`config.mk`:
```
export PLATFORM = sky130hd
export DESIGN_NAME = spi_slave_rx_flat
export DESIGN_NICKNAME = d
export VERILOG_FILES = /design/src/rtl/spi_slave_rx_if.sv /design/src/rtl/spi_slave_rx.sv /design/src/flat_wrapper.sv
export SDC_FILE = /design/constraint.sdc
export NUM_CORES = 1
export LEC_CHECK = 0
export ABC_CLOCK_PERIOD_IN_PS = 2500
export BUFFER_PORTS_ARGS = -buffer_cell sky130_fd_sc_hd__buf_4
export CAP_MARGIN = 25
export CORE_MARGIN = 1
export CORE_UTILIZATION = 40
export CTS_BUF_LIST = sky130_fd_sc_hd__clkbuf_16
export CTS_CLUSTER_SIZE = 25
export DETAILED_ROUTE_END_ITERATION = 16
export GPL_ROUTABILITY_DRIVEN = 0
export MAX_ROUTING_LAYER = met4
export RECOVER_POWER = 100
export SYNTH_ARGS = -nofsm -noshare
export SYNTH_HDL_FRONTEND = slang
export SYNTH_SLANG_ARGS = --single-unit
export TNS_END_PERCENT = 5
```
`constraint.sdc`:
```
create_clock -name clk -period 2.5 [get_ports clk]
set_input_delay 0.375 -clock clk [delete_from_list [all_inputs] [get_ports clk]]
set_output_delay 0.375 -clock clk [all_outputs]
set_load 0.02 [all_outputs]
```
`src/rtl/spi_slave_rx_if.sv`:
```
// SPI slave receiver bundle: SPI pins plus local reply/receive bus.
// The slave modport is the receiver's view, master is the driver side.
interface spi_slave_rx_if #(
    parameter int DATA_WIDTH = 16
);
    logic                  sclk;
    logic                  cs;
    logic                  mosi;
    logic                  miso;
    logic [DATA_WIDTH-1:0] tx_data;
    logic                  tx_load;
    logic [DATA_WIDTH-1:0] rx_data;
    logic                  rx_valid;
    logic                  frame_error;
    logic                  busy;

    modport slave (
        input  sclk, cs, mosi, tx_data, tx_load,
        output miso, rx_data, rx_valid, frame_error, busy
    );

    modport master (
        output sclk, cs, mosi, tx_data, tx_load,
        input  miso, rx_data, rx_valid, frame_error, busy
    );
endinterface

```
`src/rtl/spi_slave_rx.sv`:
```
// Mode-0 SPI slave: oversamples sclk/cs/mosi on the system clock,
// assembles MSB-first frames and shifts a preloaded reply out on miso.
module spi_slave_rx #(
    parameter int DATA_WIDTH  = 16,
    parameter int SYNC_STAGES = 2
) (
    input  logic          clk,
    input  logic          reset,
    spi_slave_rx_if.slave bus
);
    localparam int CNT_W = $clog2(DATA_WIDTH) + 1;

    typedef enum logic [1:0] {
        IDLE,
        SHIFT,
        WAIT_CS
    } state_e;

    state_e state_q, state_d;

    logic [SYNC_STAGES-1:0] sclk_sync_q, sclk_sync_d;
    logic [SYNC_STAGES-1:0] cs_sync_q, cs_sync_d;
    logic [SYNC_STAGES-1:0] mosi_sync_q, mosi_sync_d;
    logic                   sclk_prev_q, sclk_prev_d;
    logic                   cs_prev_q, cs_prev_d;

    logic [DATA_WIDTH-1:0] hold_q, hold_d;
    logic [DATA_WIDTH-1:0] tx_shift_q, tx_shift_d;
    logic [DATA_WIDTH-1:0] rx_shift_q, rx_shift_d;
    logic [DATA_WIDTH-1:0] rx_data_q, rx_data_d;
    logic [CNT_W-1:0]      bit_cnt_q, bit_cnt_d;
    logic                  done_q, done_d;
    logic                  rx_valid_q, rx_valid_d;
    logic                  ferr_q, ferr_d;

    logic sclk_s, cs_s, mosi_s;
    logic sclk_rise, sclk_fall, cs_rise, cs_fall;
    logic last_bit;

    // Pin synchronisers plus one extra stage on sclk/cs for edge strobes.
    always_comb begin
        sclk_sync_d = {sclk_sync_q[SYNC_STAGES-2:0], bus.sclk};
        cs_sync_d   = {cs_sync_q[SYNC_STAGES-2:0], bus.cs};
        mosi_sync_d = {mosi_sync_q[SYNC_STAGES-2:0], bus.mosi};
        sclk_s      = sclk_sync_q[SYNC_STAGES-1];
        cs_s        = cs_sync_q[SYNC_STAGES-1];
        mosi_s      = mosi_sync_q[SYNC_STAGES-1];
        sclk_prev_d = sclk_s;
        cs_prev_d   = cs_s;
        sclk_rise   = sclk_s & ~sclk_prev_q;
        sclk_fall   = ~sclk_s & sclk_prev_q;
        cs_rise     = cs_s & ~cs_prev_q;
        cs_fall     = ~cs_s & cs_prev_q;
    end

    assign last_bit = (bit_cnt_q == CNT_W'(DATA_WIDTH - 1));

    // Frame FSM: next state, shift registers and output pulses.
    always_comb begin
        state_d    = state_q;
        hold_d     = bus.tx_load ? bus.tx_data : hold_q;
        tx_shift_d = tx_shift_q;
        rx_shift_d = rx_shift_q;
        bit_cnt_d  = bit_cnt_q;
        done_d     = 1'b0;
        rx_valid_d = done_q;
        rx_data_d  = done_q ? rx_shift_q : rx_data_q;
        ferr_d     = 1'b0;
        unique case (state_q)
            IDLE: begin
                if (cs_fall) begin
                    tx_shift_d = hold_q;
                    bit_cnt_d  = '0;
                    state_d    = SHIFT;
                end
            end
            SHIFT: begin
                if (sclk_fall) begin
                    tx_shift_d = tx_shift_q << 1;
                end
                if (sclk_rise) begin
                    rx_shift_d = {rx_shift_q[DATA_WIDTH-2:0], mosi_s};
                    bit_cnt_d  = bit_cnt_q + 1'b1;
                end
                // A completing rise wins over a simultaneous cs rise.
                if (sclk_rise && last_bit) begin
                    done_d  = 1'b1;
                    state_d = cs_rise ? IDLE : WAIT_CS;
                end else if (cs_rise) begin
                    ferr_d  = 1'b1;
                    state_d = IDLE;
                end
            end
            WAIT_CS: begin
                if (sclk_rise) begin
                    ferr_d = 1'b1;
                end
                if (cs_rise) begin
                    state_d = IDLE;
                end
            end
            default: state_d = IDLE;
        endcase
    end

    // State and datapath registers, all cleared by reset.
    always_ff @(posedge clk or posedge reset) begin
        if (reset) begin
            state_q     <= IDLE;
            sclk_sync_q <= '0;
            cs_sync_q   <= '0;
            mosi_sync_q <= '0;
            sclk_prev_q <= 1'b0;
            cs_prev_q   <= 1'b0;
            hold_q      <= '0;
            tx_shift_q  <= '0;
            rx_shift_q  <= '0;
            rx_data_q   <= '0;
            bit_cnt_q   <= '0;
            done_q      <= 1'b0;
            rx_valid_q  <= 1'b0;
            ferr_q      <= 1'b0;
        end else begin
            state_q     <= state_d;
            sclk_sync_q <= sclk_sync_d;
            cs_sync_q   <= cs_sync_d;
            mosi_sync_q <= mosi_sync_d;
            sclk_prev_q <= sclk_prev_d;
            cs_prev_q   <= cs_prev_d;
            hold_q      <= hold_d;
            tx_shift_q  <= tx_shift_d;
            rx_shift_q  <= rx_shift_d;
            rx_data_q   <= rx_data_d;
            bit_cnt_q   <= bit_cnt_d;
            done_q      <= done_d;
            rx_valid_q  <= rx_valid_d;
            ferr_q      <= ferr_d;
        end
    end

    assign bus.miso        = (state_q != IDLE && !cs_s) ?
                             tx_shift_q[DATA_WIDTH-1] : 1'b0;
    assign bus.rx_data     = rx_data_q;
    assign bus.rx_valid    = rx_valid_q;
    assign bus.frame_error = ferr_q;
    assign bus.busy        = (state_q != IDLE);
endmodule
```
`src/flat_wrapper.sv`:
```
// flat-port wrapper written by rule: the top's interface ports become plain ports
module spi_slave_rx_flat 
#(
    parameter int DATA_WIDTH  = 16,
    parameter int SYNC_STAGES = 2
)
  (clk, reset, bus_sclk, bus_cs, bus_mosi, bus_tx_data, bus_tx_load, bus_miso, bus_rx_data, bus_rx_valid, bus_frame_error, bus_busy);
  spi_slave_rx_if #(.DATA_WIDTH(DATA_WIDTH)) bus_i ();
  input  logic clk;
  input  logic reset;
  input wire logic [$bits(bus_i.sclk)-1:0] bus_sclk;
  input wire logic [$bits(bus_i.cs)-1:0] bus_cs;
  input wire logic [$bits(bus_i.mosi)-1:0] bus_mosi;
  input wire logic [$bits(bus_i.tx_data)-1:0] bus_tx_data;
  input wire logic [$bits(bus_i.tx_load)-1:0] bus_tx_load;
  output wire logic [$bits(bus_i.miso)-1:0] bus_miso;
  output wire logic [$bits(bus_i.rx_data)-1:0] bus_rx_data;
  output wire logic [$bits(bus_i.rx_valid)-1:0] bus_rx_valid;
  output wire logic [$bits(bus_i.frame_error)-1:0] bus_frame_error;
  output wire logic [$bits(bus_i.busy)-1:0] bus_busy;
  assign bus_i.sclk = bus_sclk;
  assign bus_i.cs = bus_cs;
  assign bus_i.mosi = bus_mosi;
  assign bus_i.tx_data = bus_tx_data;
  assign bus_i.tx_load = bus_tx_load;
  assign bus_miso = bus_i.miso;
  assign bus_rx_data = bus_i.rx_data;
  assign bus_rx_valid = bus_i.rx_valid;
  assign bus_frame_error = bus_i.frame_error;
  assign bus_busy = bus_i.busy;
  spi_slave_rx #(.DATA_WIDTH(DATA_WIDTH), .SYNC_STAGES(SYNC_STAGES)) u_core (.clk(clk), .reset(reset), .bus(bus_i));
endmodule
```
---- Yosys cells after proc, flatten, opt, wreduce, memory -nomap -nowiden ----
Index checks and enable logic that the tools add are counted.
operators by class
  $add $sub $neg .......................... 1
  equal/unequal tests ..................... 6
  multiplexer cells ....................... 18
  bitwise gates (word level) .............. 8
  reduce and logical (&&, ||, !) cells .... 9
operator list
  cell                                                                      number
  16-bit 2-to-1 mux                                                         2
  16-bit case mux with 2 select lines                                       1
  5-bit 2-to-1 mux                                                          2
  5-bit case mux with 2 select lines                                        1
  2-bit 2-to-1 mux                                                          4
  1-bit 2-to-1 mux                                                          6
  2-bit by 1-bit inequality test with 1-bit output (second input constant)  3
  2-bit case mux with 3 select lines                                        1
  3-bit AND reduction                                                       2
  5-bit by 1-bit adder with 5-bit output (second input constant)            1
  5-bit by 4-bit equality test with 1-bit output (second input constant)    1
  1-bit bitwise AND                                                         4
  1-bit NOT                                                                 4
  2-bit nonzero test                                                        2
  2-bit by 1-bit equality test with 1-bit output (second input constant)    1
  2-bit equality test (second input constant)                               1
  1-bit logical AND                                                         2
  2-bit zero test                                                           1
  1-bit case mux with 2 select lines                                        1
  2-bit AND reduction                                                       1
  1-bit zero test                                                           1
word-level totals
  register bits ........................... 82
  bits of input ports ..................... 22
  output and inout port bits .............. 20
  word-level logic and storage cells ...... 56

---- Logic depth before layout (Yosys ltp) ----
  word-level depth ........................ 5
  gate-level depth with buffers ........... 9
  gate-level depth less buffers ........... 6

---- Worst setup path after synthesis ----
Ideal clock, no wire load.
  path kind ............................... reg2reg
  start point ............................. register u_core.state_q[0]
  end point ............................... register u_core.tx_shift_q[1]
  library setup time ...................... 0.125 ns
  data arrival time ....................... 1.703 ns
  data required time ...................... 2.375 ns
  setup slack ............................. 0.672 ns
  cell stages (with the launch flop) ...... 9
  path buffers ............................ 2
  period minus slack after synthesis ...... 1.828 ns
  path through ............................ dfrtp_1 inv_1 ha_1 nor2_2 a21o_4 a21o_1 buf_6 buf_12 mux2_4
between the ends
  word-level cells in the longest chain between the ends .. 3
  elaborated cells between the ends (all ways) .. 7
  classes of those cells .................. eq/ne (3); mux (1); reduce/logical (3)
RTL lines
  item                                                                                              line                 source
  from (decl)                                                                                       spi_slave_rx.sv:19   state_e state_q, state_d;
  from (signal assigned)                                                                            spi_slave_rx.sv:124  state_q <= state_d;
  2-bit by 1-bit equality test with 1-bit output or 2-bit zero test (tied branches)                 spi_slave_rx.sv:69   unique case (state_q)
  2-bit by 1-bit inequality test with 1-bit output (no line) or 2-bit nonzero test (tied branches)  -
  3-bit AND reduction (no line)                                                                     -
  to (signal assigned)                                                                              spi_slave_rx.sv:131  tx_shift_q <= tx_shift_d;
  to (decl)                                                                                         spi_slave_rx.sv:28   logic [DATA_WIDTH-1:0] tx_shift_q, tx_shift_d;
Several ways; a longest one is shown, not always the timed one.
A chain may end at the register's enable or synchronous reset.

---- Worst setup path in the final report ----
  start point ............................. register u_core.state_q[0]
  end point ............................... output port bus_miso
between the ends
  word-level cells in the longest chain between the ends .. 3
RTL lines
  item                line                 source
  2-bit nonzero test  spi_slave_rx.sv:141  assign bus.miso = (state_q != IDLE && !cs_s) ?
  1-bit logical AND   spi_slave_rx.sv:141
  1-bit 2-to-1 mux    spi_slave_rx.sv:141
  to (decl)           flat_wrapper.sv:16   output wire logic [$bits(bus_i.miso)-1:0] bus_miso;
Every way passes these cells.

==> out/results.tsv <==
stage	metric	value	unit
outcome	outcome	finished with violations	
outcome	violations	max-capacitance violations, max-slew violations	
timing	max_freq	510.1	MHz
grt	grt_pass1_wl	9.404	mm
floorplan	coreArea	0.008299	sq mm
timing	final.setup.tns	0	ns
synthesis	ys_ff_latch	82	
synthesis	synth-edff-count	0	
synthesis	ys_types	31	
finish	antenna_cells	0	
routing	viasPerCell	4.933	
timing	tightest_slew	1.530	ns
run	drv_cap	1	
clock_tree	path_clk_slew	0.06	ns
routing	drt.antenna.violating_nets	0	
floorplan	dieArea	0.009002	sq mm
finish	final_util	49.00	%
clock_tree	cts_hold_buf	0	
clock_tree	ctsResizeCount	0	
grt	grt_max_degree	49	
power_and_ir_drop	p_int	2.873	mW
finish	area_growth	17.84	%
synthesis	netlist_area	0.003451	sq mm
placed_design	pre_cts_slack	0.6116	ns
routing	drc	0	
routing	wl	5.446	mm
timing	slew_violations	35	
worst_setup_path	critPathCaptureType	output port	
finish	final_cells	390	
clock_tree	cts_buffer_depth	2	
power_and_ir_drop	design_power_total	3.979	mW
power_and_ir_drop	swShare	27.80	%
synthesis	synth.avg_cell_area	14.75	sq um
power_and_ir_drop	leakage	1.867	nW
timing	relSlewSlack	-2.583	%
power_and_ir_drop	combPwrFrac	22.3	%
placed_design	portBuffers	41	
clock_tree	cts.sinks	82	
clock_tree	htree_num_levels	3	
worst_setup_path	worstPathArrival	1.59	ns
floorplan	initial_core_util	41.58	%
placed_design	dpl.hpwl	3.527	mm
floorplan	rows	33	
routing	wl_per_cell	13.96	um
synthesis	yosysSeqAreaShare	59.46	%
grt	track_usage	14.33	%
worst_setup_path	criticalPathCategory	flip-flop to output port	
power_and_ir_drop	vdd.ir_drop.worst	0.4662	mV
timing	setup_violations	0	
clock_tree	cts_buffers	9	
finish	layout.nets	308	
placed_design	dpl.cell_count	374	
timing	rsz0062_at_grt	false	
floorplan	die_w	94.88	um
synthesis	synth-main-ff-cell	dfrtp_1	
hold_path	hold_path_class	input pin to flip-flop	
synthesis	synth_nets	262	
floorplan	die_h	94.88	um
power_and_ir_drop	pwr-share-seq	43.7	%
clock_tree	post_cts_buffers	0	
grt	globalRouteOverflowTotal	0	
routing	drtPass1Iterations	4	
finish	drive_above_1_share	40.35	%
clock_tree	root_buffer	clkbuf_16	
power_and_ir_drop	power_frac_clock	34.0	%
routing	drtIter0Drc	64	
synthesis	synth-warning-count	0	
timing	finalHoldViolCount	0	
timing	setup_slack	0.5396	ns
routing	dr_total_vias	1924	
worst_setup_path	critPathLaunchType	flip-flop	
clock_tree	cts_tree	yes	
synthesis	async_reset_ff_share	100.0	%
grt	grt_antenna_before_repair	0	
timing	period_minus_slack	1.960	ns
grt	grt_pass1_vias	2032	
floorplan	io_pins	42	
clock_tree	clk-insertion-delay-late	0.34	ns
power_and_ir_drop	p_per_area	978.5	mW/mm^2
timing	fin_crit_sh	78.42	%
worst_setup_path	crit_required	2.12	ns
worst_setup_path	crit_fanout	7	
timing	fin_skew	0.009048	ns
power_and_ir_drop	p_sw	1.106	mW
synthesis	synth_cells	234	
placed cells by master (no fill, tap or decap), types with 4 or more instances in the layout:
cell / instances
dfrtp_1: 82
mux2_2: 69
buf_4: 21
clkbuf_1: 20
nand2_1: 16
mux2_1: 9
clkbuf_16: 9
ha_1: 6
inv_1: 4
o221ai_1: 4
clkbuf_4: 4
path summary, 6_finish.rpt:
kind | depth (start not counted) | start | slack (ns) | end
max | 4 | u_core.state_q[0] | 0.54 | bus_miso
min | 1 | bus_cs | 0.17 | u_core.cs_sync_q[0]
max reg2reg | 7 | u_core.state_q[0] | 0.57 | u_core.tx_shift_q[2]
min reg2reg | 0 | u_core.sclk_sync_q[0] | 0.35 | u_core.sclk_sync_q[1]
max in group asynchronous | 3 | reset | 1.25 | u_core.state_q[0]
min in group asynchronous | 2 | reset | 0.39 | u_core.bus.rx_data[1]
flip-flops by register name (all words and copies together), names as in the netlist:
signal	cells
u_core.bus.rx_data	16
u_core.hold_q	16
u_core.rx_shift_q	16
u_core.tx_shift_q	16
u_core.bit_cnt_q	5
u_core.cs_sync_q	2
u_core.mosi_sync_q	2
u_core.sclk_sync_q	2
u_core.state_q	2
u_core.bus.frame_error	1
u_core.bus.rx_valid	1
u_core.cs_prev_q	1
u_core.done_q	1
u_core.sclk_prev_q	1
final cells by class:
class	instances	area (sq um)
fillers	776	4233
flip-flops and latches	82	2052
multi-input cells	135	1265
repair buffers	47	287.8
clock buffers	9	225.2
well taps	105	131.4
clock inverters	7	85.08
inverters	5	20.02
cell families after synthesis:
kind of cell               share of synthesized area [%]
adders and majority gates                          2.175
muxes                                              26.43
buffers and inverters                              2.683
AOI/OAI and AO/OA                                  3.589
DFF                                                59.46
and+or+nand+nor                                    5.656
Yosys cell counts (2+ instances only):
| cell | n | area, sq um |
|---|---|---|
| nand3_1 | 3 | 15.01 |
| nand2_1 | 16 | 60.06 |
| inv_1 | 5 | 18.77 |
| a21o_1 | 2 | 15.01 |
| nor2b_1 | 2 | 12.51 |
| mux2_4 | 9 | 135.1 |
| clkbuf_1 | 4 | 15.01 |
| a21boi_0 | 2 | 15.01 |
| nand3b_1 | 2 | 15.01 |
| nand2b_1 | 3 | 18.77 |
| nor3b_1 | 3 | 22.52 |
| and3_1 | 2 | 12.51 |
| buf_1 | 2 | 7.510 |
| mux2_2 | 69 | 777.0 |
| ha_1 | 6 | 75.07 |
| o221ai_1 | 4 | 35.03 |
| buf_2 | 4 | 20.02 |
| dfrtp_1 | 82 | 2052 |
| o211ai_1 | 2 | 15.01 |
layer usage:
metal | wire length (um) | share of wire [%] | global-route usage, % | up-vias
met5 | 0 | 0 | - | -
met4 | 72 | 1.3 | 4.924 | 0
met3 | 246 | 4.5 | 5.475 | 8
met2 | 2512 | 46 | 21.94 | 39
met1 | 2614 | 48 | 17.30 | 962
li1 | - | - | - | 915
power by group through the flow:
stage                     Sequential [mW]  Combinational (mW)  Clock, mW
after global placement               1.76                1.01          0
after global routing                 1.77               0.999       1.44
after detailed placement             1.76                1.04          0
after CTS                            1.74                1.04       1.39
final                                1.74               0.889       1.35
after floorplan                      1.71               0.911          0
worst max-delay path, cell delays in order (launching register included):
cell      delay (ns)
dfrtp_1         0.40
inv_1           0.09
ha_1            0.29
nor3b_1         0.23
clkbuf_1        0.25
through the flow:
stage | hold WS (ns) | instance area, sq um
finish | 0.1677 | 4066
global route | 0.1503 | 4066
CTS | 0.1103 | 4185
detailed placement | 0.3387 | 3875
global placement | 0.3331 | 3875
floorplan | 0.3312 | 3451
(Power assumes the default switching activity.)
